File: config.mk
export PLATFORM = sky130hd
export DESIGN_NAME = shared_fu_issue_arbiter_flat
export DESIGN_NICKNAME = d
export VERILOG_FILES = /design/src/rtl/shared_fu_issue_arbiter_pkg.sv /design/src/rtl/shared_fu_issue_arbiter_if.sv /design/src/rtl/shared_fu_issue_arbiter_age_oldest_select.sv /design/src/rtl/shared_fu_issue_arbiter.sv /design/src/flat_wrapper.sv
export SDC_FILE = /design/constraint.sdc
export NUM_CORES = 1
export LEC_CHECK = 0
export ABC_CLOCK_PERIOD_IN_PS = 3500
export BUFFER_PORTS_ARGS = -buffer_cell sky130_fd_sc_hd__clkbuf_2
export CAP_MARGIN = 10
export CORE_ASPECT_RATIO = 1.25
export CORE_UTILIZATION = 30
export CTS_CLUSTER_SIZE = 8
export DETAILED_ROUTE_END_ITERATION = 6
export PLACE_DENSITY = 0.71
export SYNTH_ARGS = -nofsm -noshare
export SYNTH_HDL_FRONTEND = slang
export SYNTH_HIERARCHICAL = 1
export SYNTH_SLANG_ARGS = --single-unit
File: constraint.sdc
create_clock -name clk -period 3.5 [get_ports clk]
set_input_delay 0.7 -clock clk [delete_from_list [all_inputs] [get_ports clk]]
set_output_delay 0.7 -clock clk [all_outputs]
set_load 0.02 [all_outputs]
File: src/rtl/shared_fu_issue_arbiter_pkg.sv
// Scheduler package shared by the FU issue arbiter and the RS select logic.
//   - ROB geometry and the widest ROB index the age compare accepts
//   - issue payload / option-code types carried to the shared FU
//   - FSM state enum of the shared-FU arbiter
//   - rob_older(): wrap-aware ROB age comparison
package shared_fu_issue_arbiter_pkg;

  localparam int ROB_DEPTH     = 64;
  localparam int ROB_IDX_MAX_W = 16;  // rob_older() operands are zero-extended to this

  typedef struct packed {
    logic [5:0]  dst_preg;
    logic [5:0]  src1_preg;
    logic [5:0]  src2_preg;
    logic [15:0] imm;
  } issue_base_t;

  typedef struct packed {
    logic [3:0] fu_op;
    logic       is_signed;
  } option_code_t;

  typedef enum logic [1:0] {
    IDLE = 2'd0,
    BUSY = 2'd1,
    DONE = 2'd2
  } fu_arb_state_e;

  // a is older than b. Same wrap bit: smaller index is older. Different
  // wrap bits: the ROB pointer has wrapped between them, so the larger
  // index belongs to the earlier lap.
  function automatic logic rob_older(input logic                     pos_a,
                                     input logic [ROB_IDX_MAX_W-1:0] idx_a,
                                     input logic                     pos_b,
                                     input logic [ROB_IDX_MAX_W-1:0] idx_b);
    if (pos_a == pos_b) return (idx_a < idx_b);
    else                return (idx_a > idx_b);
  endfunction

endpackage

File: src/rtl/shared_fu_issue_arbiter_if.sv
// Bundle between the RS issue ports / writeback side and the shared-FU
// arbiter.
//   master : RS issue ports + writeback consumer (drives req_*, wb_ready_i)
//   slave  : the arbiter (drives req_ready_o, fu_*, wb_valid_o, busy_o, dbg_state_o)
//
// Handshake semantics: a transfer happens on a rising clk edge where both
// valid and ready are high. req_ready_o is combinational from req_* and is
// one-hot or zero; a requester may drop req_valid_i without a transfer.
// wb_valid_o is registered and stays high until wb_ready_i is seen with it.
interface shared_fu_issue_arbiter_if
  import shared_fu_issue_arbiter_pkg::*;
#(
  parameter int  REQ_NUM     = 2,
  parameter int  ROB_W       = $clog2(ROB_DEPTH),
  parameter type OPTION_CODE = option_code_t
);

  logic [REQ_NUM-1:0] req_valid_i;
  logic [REQ_NUM-1:0] req_ready_o;
  issue_base_t        req_base_i    [REQ_NUM];
  OPTION_CODE         req_oc_i      [REQ_NUM];
  logic [REQ_NUM-1:0] req_pos_bit_i;
  logic [ROB_W-1:0]   req_rob_idx_i [REQ_NUM];

  logic               fu_start_o;
  issue_base_t        fu_base_o;
  OPTION_CODE         fu_oc_o;

  logic               wb_valid_o;
  logic               wb_ready_i;
  logic               busy_o;
  fu_arb_state_e      dbg_state_o;

  modport master (
    output req_valid_i, req_base_i, req_oc_i, req_pos_bit_i, req_rob_idx_i, wb_ready_i,
    input  req_ready_o, fu_start_o, fu_base_o, fu_oc_o, wb_valid_o, busy_o, dbg_state_o
  );

  modport slave (
    input  req_valid_i, req_base_i, req_oc_i, req_pos_bit_i, req_rob_idx_i, wb_ready_i,
    output req_ready_o, fu_start_o, fu_base_o, fu_oc_o, wb_valid_o, busy_o, dbg_state_o
  );

endinterface

File: src/rtl/shared_fu_issue_arbiter_age_oldest_select.sv
// age_oldest_select: combinational oldest-of-N picker by ROB age.
//   valid_i     : request valid per slot
//   pos_i       : ROB wrap bit per slot
//   idx_i       : ROB index per slot
//   sel_o       : one-hot oldest valid slot (zero when nothing is valid)
//   any_valid_o : at least one slot valid
// Ties in age go to the lowest slot index.
module age_oldest_select
  import shared_fu_issue_arbiter_pkg::*;
#(
  parameter int N     = 2,
  parameter int ROB_W = 6
) (
  input  logic [N-1:0]     valid_i,
  input  logic [N-1:0]     pos_i,
  input  logic [ROB_W-1:0] idx_i [N],
  output logic [N-1:0]     sel_o,
  output logic             any_valid_o
);

  localparam int SEL_W = (N > 1) ? $clog2(N) : 1;

  logic [SEL_W-1:0] best;

  always_comb begin
    any_valid_o = 1'b0;
    best        = '0;
    sel_o       = '0;
    // Scan upward; a later slot replaces the current best only when strictly
    // older, which gives the lower index the win on equal age.
    for (int i = 0; i < N; i++) begin
      if (valid_i[i] &&
          (!any_valid_o ||
           rob_older(pos_i[i], ROB_IDX_MAX_W'(idx_i[i]),
                     pos_i[best], ROB_IDX_MAX_W'(idx_i[best])))) begin
        best        = SEL_W'(i);
        any_valid_o = 1'b1;
      end
    end
    if (any_valid_o) sel_o[best] = 1'b1;
  end

endmodule

File: src/rtl/shared_fu_issue_arbiter.sv
// shared_fu_issue_arbiter: shares one unpipelined multi-cycle FU between
// REQ_NUM RS issue ports. Grants the oldest valid requester, latches its
// payload for the FU, counts FU_LATENCY cycles and then presents the result
// for writeback; no new grant until the writeback is accepted.
//   clk, rst : clock, synchronous active-high reset
//   flush_i  : kill the in-flight op, return to IDLE next cycle
//   bus      : slave side of shared_fu_issue_arbiter_if (requests, FU
//              start/payload, writeback handshake, busy, FSM state)
module shared_fu_issue_arbiter
  import shared_fu_issue_arbiter_pkg::*;
#(
  parameter int  REQ_NUM     = 2,
  parameter int  FU_LATENCY  = 4,
  parameter int  ROB_W       = $clog2(ROB_DEPTH),
  parameter type OPTION_CODE = option_code_t
) (
  input logic                      clk,
  input logic                      rst,
  input logic                      flush_i,
  shared_fu_issue_arbiter_if.slave bus
);

  localparam int CNT_W = $clog2(FU_LATENCY + 1);

  fu_arb_state_e      state_q, state_d;
  logic [CNT_W-1:0]   cnt_q, cnt_d;
  logic               fu_start_q;
  issue_base_t        base_q, base_sel;
  OPTION_CODE         oc_q, oc_sel;
  logic [REQ_NUM-1:0] sel;
  logic               any_valid;
  logic               accept_en;
  logic               grant;

  age_oldest_select #(
    .N     (REQ_NUM),
    .ROB_W (ROB_W)
  ) u_age_oldest_select (
    .valid_i     (bus.req_valid_i),
    .pos_i       (bus.req_pos_bit_i),
    .idx_i       (bus.req_rob_idx_i),
    .sel_o       (sel),
    .any_valid_o (any_valid)
  );

  // Accepting from DONE needs the writeback to leave in the same cycle,
  // which is what allows back-to-back ops with no bubble.
  assign accept_en = !flush_i &&
                     ((state_q == IDLE) || ((state_q == DONE) && bus.wb_ready_i));
  assign grant     = accept_en && any_valid;

  always_comb begin
    base_sel = '0;
    oc_sel   = '0;
    for (int i = 0; i < REQ_NUM; i++) begin
      if (sel[i]) begin
        base_sel = bus.req_base_i[i];
        oc_sel   = bus.req_oc_i[i];
      end
    end
  end

  always_comb begin
    state_d = state_q;
    cnt_d   = cnt_q;
    case (state_q)
      IDLE: begin
        if (grant) begin
          state_d = BUSY;
          cnt_d   = CNT_W'(FU_LATENCY);
        end
      end
      BUSY: begin
        if (cnt_q != '0) cnt_d = cnt_q - CNT_W'(1);
        if (cnt_q <= CNT_W'(1)) state_d = DONE;
      end
      DONE: begin
        if (bus.wb_ready_i) begin
          if (grant) begin
            state_d = BUSY;
            cnt_d   = CNT_W'(FU_LATENCY);
          end else begin
            state_d = IDLE;
          end
        end
      end
      default: state_d = IDLE;
    endcase
    if (flush_i) begin
      state_d = IDLE;
      cnt_d   = '0;
    end
  end

  always_ff @(posedge clk) begin
    if (rst) begin
      state_q    <= IDLE;
      cnt_q      <= '0;
      fu_start_q <= 1'b0;
      base_q     <= '0;
      oc_q       <= '0;
    end else begin
      state_q    <= state_d;
      cnt_q      <= cnt_d;
      fu_start_q <= grant;
      if (flush_i) begin
        base_q <= '0;
        oc_q   <= '0;
      end else if (grant) begin
        base_q <= base_sel;
        oc_q   <= oc_sel;
      end
    end
  end

  assign bus.req_ready_o = sel & {REQ_NUM{accept_en}};
  assign bus.fu_start_o  = fu_start_q;
  assign bus.fu_base_o   = base_q;
  assign bus.fu_oc_o     = oc_q;
  assign bus.wb_valid_o  = (state_q == DONE);
  assign bus.busy_o      = (state_q != IDLE);
  assign bus.dbg_state_o = state_q;

endmodule

File: src/flat_wrapper.sv
// flat-port wrapper written by rule: the top's interface ports become plain ports
module shared_fu_issue_arbiter_flat import shared_fu_issue_arbiter_pkg::*;
#(
  parameter int  REQ_NUM     = 2,
  parameter int  FU_LATENCY  = 4,
  parameter int  ROB_W       = $clog2(ROB_DEPTH),
  parameter type OPTION_CODE = option_code_t
)
  (clk, rst, flush_i, bus_req_valid_i, bus_req_base_i, bus_req_oc_i, bus_req_pos_bit_i, bus_req_rob_idx_i, bus_wb_ready_i, bus_req_ready_o, bus_fu_start_o, bus_fu_base_o, bus_fu_oc_o, bus_wb_valid_o, bus_busy_o, bus_dbg_state_o);
  shared_fu_issue_arbiter_if #(.REQ_NUM(REQ_NUM), .ROB_W(ROB_W), .OPTION_CODE(OPTION_CODE)) bus_i ();
  input logic clk;
  input logic rst;
  input logic flush_i;
  input wire logic [$bits(bus_i.req_valid_i)-1:0] bus_req_valid_i;
  input wire logic [$bits(bus_i.req_base_i)-1:0] bus_req_base_i;
  input wire logic [$bits(bus_i.req_oc_i)-1:0] bus_req_oc_i;
  input wire logic [$bits(bus_i.req_pos_bit_i)-1:0] bus_req_pos_bit_i;
  input wire logic [$bits(bus_i.req_rob_idx_i)-1:0] bus_req_rob_idx_i;
  input wire logic [$bits(bus_i.wb_ready_i)-1:0] bus_wb_ready_i;
  output wire logic [$bits(bus_i.req_ready_o)-1:0] bus_req_ready_o;
  output wire logic [$bits(bus_i.fu_start_o)-1:0] bus_fu_start_o;
  output wire logic [$bits(bus_i.fu_base_o)-1:0] bus_fu_base_o;
  output wire logic [$bits(bus_i.fu_oc_o)-1:0] bus_fu_oc_o;
  output wire logic [$bits(bus_i.wb_valid_o)-1:0] bus_wb_valid_o;
  output wire logic [$bits(bus_i.busy_o)-1:0] bus_busy_o;
  output wire logic [$bits(bus_i.dbg_state_o)-1:0] bus_dbg_state_o;
  assign bus_i.req_valid_i = bus_req_valid_i;
  assign bus_i.req_base_i = {>>{bus_req_base_i}};
  assign bus_i.req_oc_i = {>>{bus_req_oc_i}};
  assign bus_i.req_pos_bit_i = bus_req_pos_bit_i;
  assign bus_i.req_rob_idx_i = {>>{bus_req_rob_idx_i}};
  assign bus_i.wb_ready_i = bus_wb_ready_i;
  assign bus_req_ready_o = bus_i.req_ready_o;
  assign bus_fu_start_o = bus_i.fu_start_o;
  assign bus_fu_base_o = bus_i.fu_base_o;
  assign bus_fu_oc_o = bus_i.fu_oc_o;
  assign bus_wb_valid_o = bus_i.wb_valid_o;
  assign bus_busy_o = bus_i.busy_o;
  assign bus_dbg_state_o = bus_i.dbg_state_o;
  shared_fu_issue_arbiter #(.REQ_NUM(REQ_NUM), .FU_LATENCY(FU_LATENCY), .ROB_W(ROB_W), .OPTION_CODE(OPTION_CODE)) u_core (.clk(clk), .rst(rst), .flush_i(flush_i), .bus(bus_i));
endmodule
==> metrics.txt, run 1 <==
Sw Share 27.2%; Seq/Total Area, Yosys 42.8%; crit path launch type primary input; post-synth cell types 34; Worst-Margin Slew 1020 ps; CP endpoint kind primary output; VDD IR max 0.155 mV; Pint 0.856 mW; hold path cells 1; DR vias 2182; Post-Syn Area 0.00210 mm2; status finished, final reports clean; initial antenna violation count 0; Layout Nets 458; final hold violation count 0; Routed Antenna Nets 0; skew final 4.22 ps; Post-Route WL 5520 um; core area 0.00665 mm2; Clock Latency Late Sink 290 ps; worst hold-check path type reg -> reg; Lkg Pwr 1.41 nW; R2R Path Start u_core/bus.dbg_state_o[0]$_SDFFE_PP0P_; PortBufs 143; FF-to-FF setup slack 1670 ps; most common cell after layout, fill and taps aside clkbuf_2; ranking of synthesized cells by area dfxtp_1 43%, o2bb2ai_1 16%, a22oi_1 13%, ha_1 4.8%, buf_2 2.6%; Most common cell on crit path clkbuf_2; power per cell area 394 mW/mm2; min cycle time layout 3020 ps; overall power 1.18 mW; Worst Path Arrival 2320 ps; antenna cells 0; post-synth top area cell dfxtp_1; Area growth syn-to-layout 42.0%; Mapped Nets 321; FF-to-FF path depth 3; Cell Chain, Critical Path clkbuf_2 -> inv_1 -> ha_1 -> nand4_1 -> o21bai_1 -> and4_1 -> a211o_1 -> buf_4 -> and2_1 -> clkbuf_2; Wirelength per Cell 12.6 um; full die area 0.00735 mm2; TritonCTS clock tree yes; Setup Fix Bufs, Post-CTS 0; die extent in x 76.9 um; Yosys top cell area share 42.8%; fin crit share 86.4%; # DRC 0; Worst slew margin 31.6%; final setup fails 0; I/O pin cnt 144; DRT Pass-1 Iters 4; share of cells above drive strength 1 45.7%; most frequent cells in the layout 143 x clkbuf_2, 45 x dfxtp_1, 39 x o2bb2ai_1; CTS Root Cell clkbuf_8; Sink Count 45; net switching power 0.321 mW; HPWL after detailed placement 4240 um; CP bufs+invs 4; initial core utilization 31.6%; TNS Setup 0 ps; H-tree Lvls 2; hold path endpoint u_core/bus.fu_base_o[17]$_SDFFE_PP0P_; Achievable Freq 0.331 GHz; family with the most delay on the worst path simple AND/OR/NAND/NOR gates; r2r endpoint u_core/bus.fu_base_o[21]$_SDFFE_PP0P_; TritonCTS Buffers 5; Reg power frac 46.4%; post-CTS sizing 0; Cell Rows 33; slowest cell on the critical path ha_1; Clock Path Buffers 2; worst hold start u_core/bus.fu_base_o[17]$_SDFFE_PP0P_; Post-Syn Area per Cell 9.78 um2; YS warnings 6; max cap viols 0; GP Congestion 0.752; WP data required 2800 ps; first-pass GRT wire length 8650 um; pin count of the biggest net entering global routing 41; max incr delay on CP 300 ps; CP startpoint bus_req_rob_idx_i[10]; worst-path maximum fanout 11; via-per-instance ratio 4.97; clock share of power 31.5%; WHS 465 ps; aggregate global-route resource usage 14.8%; cell count after synthesis 215; drt first-iter violations 49; Logic pwr share 22.1%; cts hold-fix bufs 0; grt ovf 0; Synth Register Bits 45; critical path type in -> out; max-slew violation count 0; clock slew at the register clock pins of the worst setup and hold paths 80 ps; die height 95.6 um; RSZ-0062 raised after global routing false; vias in the first global route 2009
## how the worst max path moves through the flow
stage,slack (ps),cells past startpoint,to
after floorplan,430,9,bus_req_ready_o[1]
after detailed placement,470,10,bus_req_ready_o[1]
after global placement,530,10,bus_req_ready_o[1]
after global routing,370,10,bus_req_ready_o[1]
after CTS,470,10,bus_req_ready_o[1]
final,480,10,bus_req_ready_o[1]
## worst register-to-register path: cells and delay by family, from the launching register on
family / cells / cell delay (ps)
compound gates: 2 / 1040
flops: 1 / 580
simple gates: 1 / 150
## Yosys cell counts (all sizes together)
cell type / number
and2: 2
mux2i: 2
dfxtp: 45
a22oi: 37
nand4: 1
o21bai: 2
a32o: 2
nor2: 10
o21ai: 1
nor3: 4
nand2b: 1
nand2: 6
xor2: 1
clkbuf: 5
buf: 13
inv: 14
xnor2: 1
ha: 8
or2: 2
nor2b: 4
a211o: 2
a21oi: 5
and4: 1
and2b: 1
o211ai: 3
a31oi: 2
o2bb2ai: 39
nand3b: 1
## layout make-up
type | instances | area (um2)
clock buffer | 5 | 68.8
clock inverter | 2 | 35.0
fill | 650 | 3660
inverter | 14 | 52.6
multi-input combinational | 138 | 1070
sequential | 45 | 901
tap | 87 | 109
timing repair buffer | 148 | 753
## cell families (layout without fill, tap and decap cells)
| kind of cell | after synthesis | after routing | share of synthesized area [%] |
|---|---|---|---|
| flops | 45 | 45 | 42.8 |
| compound gates | 93 | 93 | 35.5 |
| buf+inv | 32 | 169 | 6.90 |
| mux | 2 | 2 | 0.952 |
| simple gates | 33 | 33 | 8.27 |
| xor+xnor | 2 | 2 | 0.833 |
| fa+ha+maj | 8 | 8 | 4.76 |
## registers in the layout, indices dropped and copies added (netlist names)
| name | count |
|---|---|
| u_core/bus.dbg_state_o | 2 |
| u_core/bus.fu_base_o | 34 |
| u_core/bus.fu_oc_o | 5 |
| u_core/bus.fu_start_o | 1 |
| u_core/cnt_q | 3 |
## routing by layer
metal / vias to the layer above / global-route usage, % / share of wire, %
li1: 1101 / - / -
met1: 987 / 14.4 / 39
met2: 88 / 30.0 / 53
met3: 6 / 3.92 / 6.9
met4: 0 / 4.97 / 1.2
met5: - / 0 / 0
## power groups by stage
stage               Clock, mW  Combinational (mW)  Sequential, mW
detailed placement          0               0.264           0.558
finish                  0.370               0.260           0.547
floorplan                   0               0.129           0.583
global placement            0               0.258           0.558
global route            0.406               0.286           0.550
CTS                     0.386               0.264           0.547
## stage by stage
step	std cells	utilization, %	area [um2]	setup slack (ps)
after global routing	439	44.9	2990	367
after detailed placement	432	43.4	2880	473
after global placement	432	43.4	2880	528
final	439	44.9	2990	475
after CTS	439	44.9	2990	468
after floorplan	215	-	2100	434
(Power assumes the default switching activity.)
==> inputs of run 2 (changes only) <==
--- a/config.mk
+++ b/config.mk
@@ -8,11 +8,13 @@
 export ABC_CLOCK_PERIOD_IN_PS = 3500
 export BUFFER_PORTS_ARGS = -buffer_cell sky130_fd_sc_hd__clkbuf_2
 export CAP_MARGIN = 10
+export CELL_PAD_IN_SITES_DETAIL_PLACEMENT = 2
+export CELL_PAD_IN_SITES_GLOBAL_PLACEMENT = 2
 export CORE_ASPECT_RATIO = 1.25
-export CORE_UTILIZATION = 30
+export CORE_UTILIZATION = 22
 export CTS_CLUSTER_SIZE = 8
 export DETAILED_ROUTE_END_ITERATION = 6
-export PLACE_DENSITY = 0.71
+export PLACE_DENSITY = 0.89
 export SYNTH_ARGS = -nofsm -noshare
 export SYNTH_HDL_FRONTEND = slang
 export SYNTH_HIERARCHICAL = 1
==> run 2 against run 1 <==
- via count increased by 2.6%
- fmax decreased by 1.5%
- count of clock-buffer cells in the layout unchanged
- sequential share of layout area decreased by 1.1 points
- cell count increased by 8.4%
- sequential power about the same
- highest routed layer unchanged
==> metrics.txt, run 2 (synthesis gave the netlist of run 1 again) <==
critical path type in -> out; CP endpoint kind primary output; first-pass GRT wire length 11200 um (+30%); via-per-instance ratio 4.70 (-5.4%); Layout Nets 459 (+0.22%); VDD IR max 0.180 mV (+16%); crit path launch type primary input; Post-Route WL 7280 um (+32%); Sink Count 45 (unchanged); cts hold-fix bufs 0 (unchanged); post-CTS sizing 0 (unchanged); # DRC 0 (unchanged); Wirelength per Cell 15.3 um (+22%); Cell Rows 39 (+18%); Non-Filler Instances 476 (+8.4%); most frequent cells in the layout 143 x clkbuf_2, 45 x dfxtp_1, 39 x o2bb2ai_1; Achievable Freq 0.326 GHz (-1.5%); WHS 461 ps (-3.48 ps); WP data required 2800 ps (about the same); HPWL after detailed placement 5970 um (+41%); min cycle time layout 3070 ps (+46.7 ps); PortBufs 143 (unchanged); max FFs per register 34 (unchanged); initial antenna violation count 0 (unchanged); max-slew violation count 0 (unchanged); Worst slew margin 66.9% (+35 points); Worst-Margin Slew 495 ps (-529 ps); overall power 1.33 mW (+13%); skew final 3.00 ps (-1.23 ps); status finished, final reports clean; final setup fails 0 (unchanged); TNS Setup 0 ps (unchanged); fin crit share 87.8% (+1.3 points); Area growth syn-to-layout 47.2%; antenna cells 0 (unchanged); die height 111 um (+16%); initial core utilization 22.8% (-8.8 points); aggregate global-route resource usage 14.5% (-0.28 points); final hold violation count 0 (unchanged); most common cell after layout, fill and taps aside clkbuf_2; Lkg Pwr 1.45 nW (+2.2%); CTS Root Cell clkbuf_16; grt ovf 0 (unchanged); drt first-iter violations 64 (+31%); RSZ-0062 raised after global routing false; die extent in x 89.5 um (+16%); Setup Fix Bufs, Post-CTS 0 (unchanged); vias in the first global route 2362 (+18%); Routed Antenna Nets 0 (unchanged); TritonCTS clock tree yes; Cells after DPL 469 (+8.6%); Clock Latency Late Sink 280 ps (about the same); core area 0.00922 mm2 (+39%); power per cell area 429 mW/mm2 (+8.9%); max cap viols 0 (unchanged); TritonCTS Buffers 5 (unchanged); worst hold-check path type reg -> reg; GP Congestion 0.749 (-0.41%); Worst Path Arrival 2370 ps (+50 ps); share of cells above drive strength 1 45.9% (+0.15 points); worst-path maximum fanout 4 (-7); clock slew at the register clock pins of the worst setup and hold paths 60 ps (-20 ps); full die area 0.00996 mm2 (+35%); DR vias 2238 (+2.6%); pin count of the biggest net entering global routing 40 (-2.4%); I/O pin cnt 144 (unchanged); Clock Path Buffers 2 (unchanged); H-tree Lvls 2 (unchanged); DRT Pass-1 Iters 2 (-2)
-- run 2: cell count changes in the layout (fill, tap and decap cells not counted) --
cell	previous run	this run
buf_4	5	6
clkbuf_16	0	5
clkbuf_8	5	0
-- run 2: worst max-delay path, stage by stage --
cell and delay [ps]:
clkbuf_2 80, inv_1 40, ha_1 300, nand4_1 150
o21bai_1 210, and4_1 220, nor3_1 320, and2_1 200
clkbuf_2 160
-- run 2: power by group --
| part | internal (mW) | switching (mW) | leakage (nW) |
|---|---|---|---|
| sequential | 0.535 | 0.0137 | 0.366 |
| combinational | 0.116 | 0.154 | 1.00 |
| clock | 0.331 | 0.179 | 0.0797 |
-- run 2: layout make-up --
class | instances | area [um2]
Fill cell | 1065 | 6130
Multi-Input combinational cell | 138 | 1070
Sequential cell | 45 | 901
Timing Repair Buffer | 149 | 761
Tap cell | 123 | 154
Clock buffer | 5 | 125
Inverter | 14 | 52.6
Clock inverter | 2 | 35.0
-- run 2: path summary, 6_finish.rpt --
check                                                             from  cells past startpoint                               endpoint  slack, ps
worst min register to register   u_core/bus.fu_base_o[33]$_SDFFE_PP0P_                      1  u_core/bus.fu_base_o[33]$_SDFFE_PP0P_        460
worst min-delay path             u_core/bus.fu_base_o[33]$_SDFFE_PP0P_                      1  u_core/bus.fu_base_o[33]$_SDFFE_PP0P_        460
worst max-delay path                             bus_req_rob_idx_i[11]                      9                     bus_req_ready_o[0]        430
worst max register to register  u_core/bus.dbg_state_o[0]$_SDFFE_PP0P_                      4   u_core/bus.fu_base_o[4]$_SDFFE_PP0P_       1670
-- run 2: metal layers --
| metal | track usage, % | wire length [um] | up-vias |
|---|---|---|---|
| li1 | - | - | 1094 |
| met4 | 4.44 | 127 | 0 |
| met2 | 28.3 | 3940 | 90 |
| met5 | 0 | 0 | - |
| met3 | 3.35 | 477 | 11 |
| met1 | 14.6 | 2740 | 1043 |
-- run 2: metrics by stage --
step,util [%],worst slack (ps),instance area [um2]
CTS,33.6,393,3100
floorplan,-,434,2100
global placement,31.8,591,2940
global route,33.6,269,3100
detailed placement,31.8,415,2940
finish,33.6,429,3100
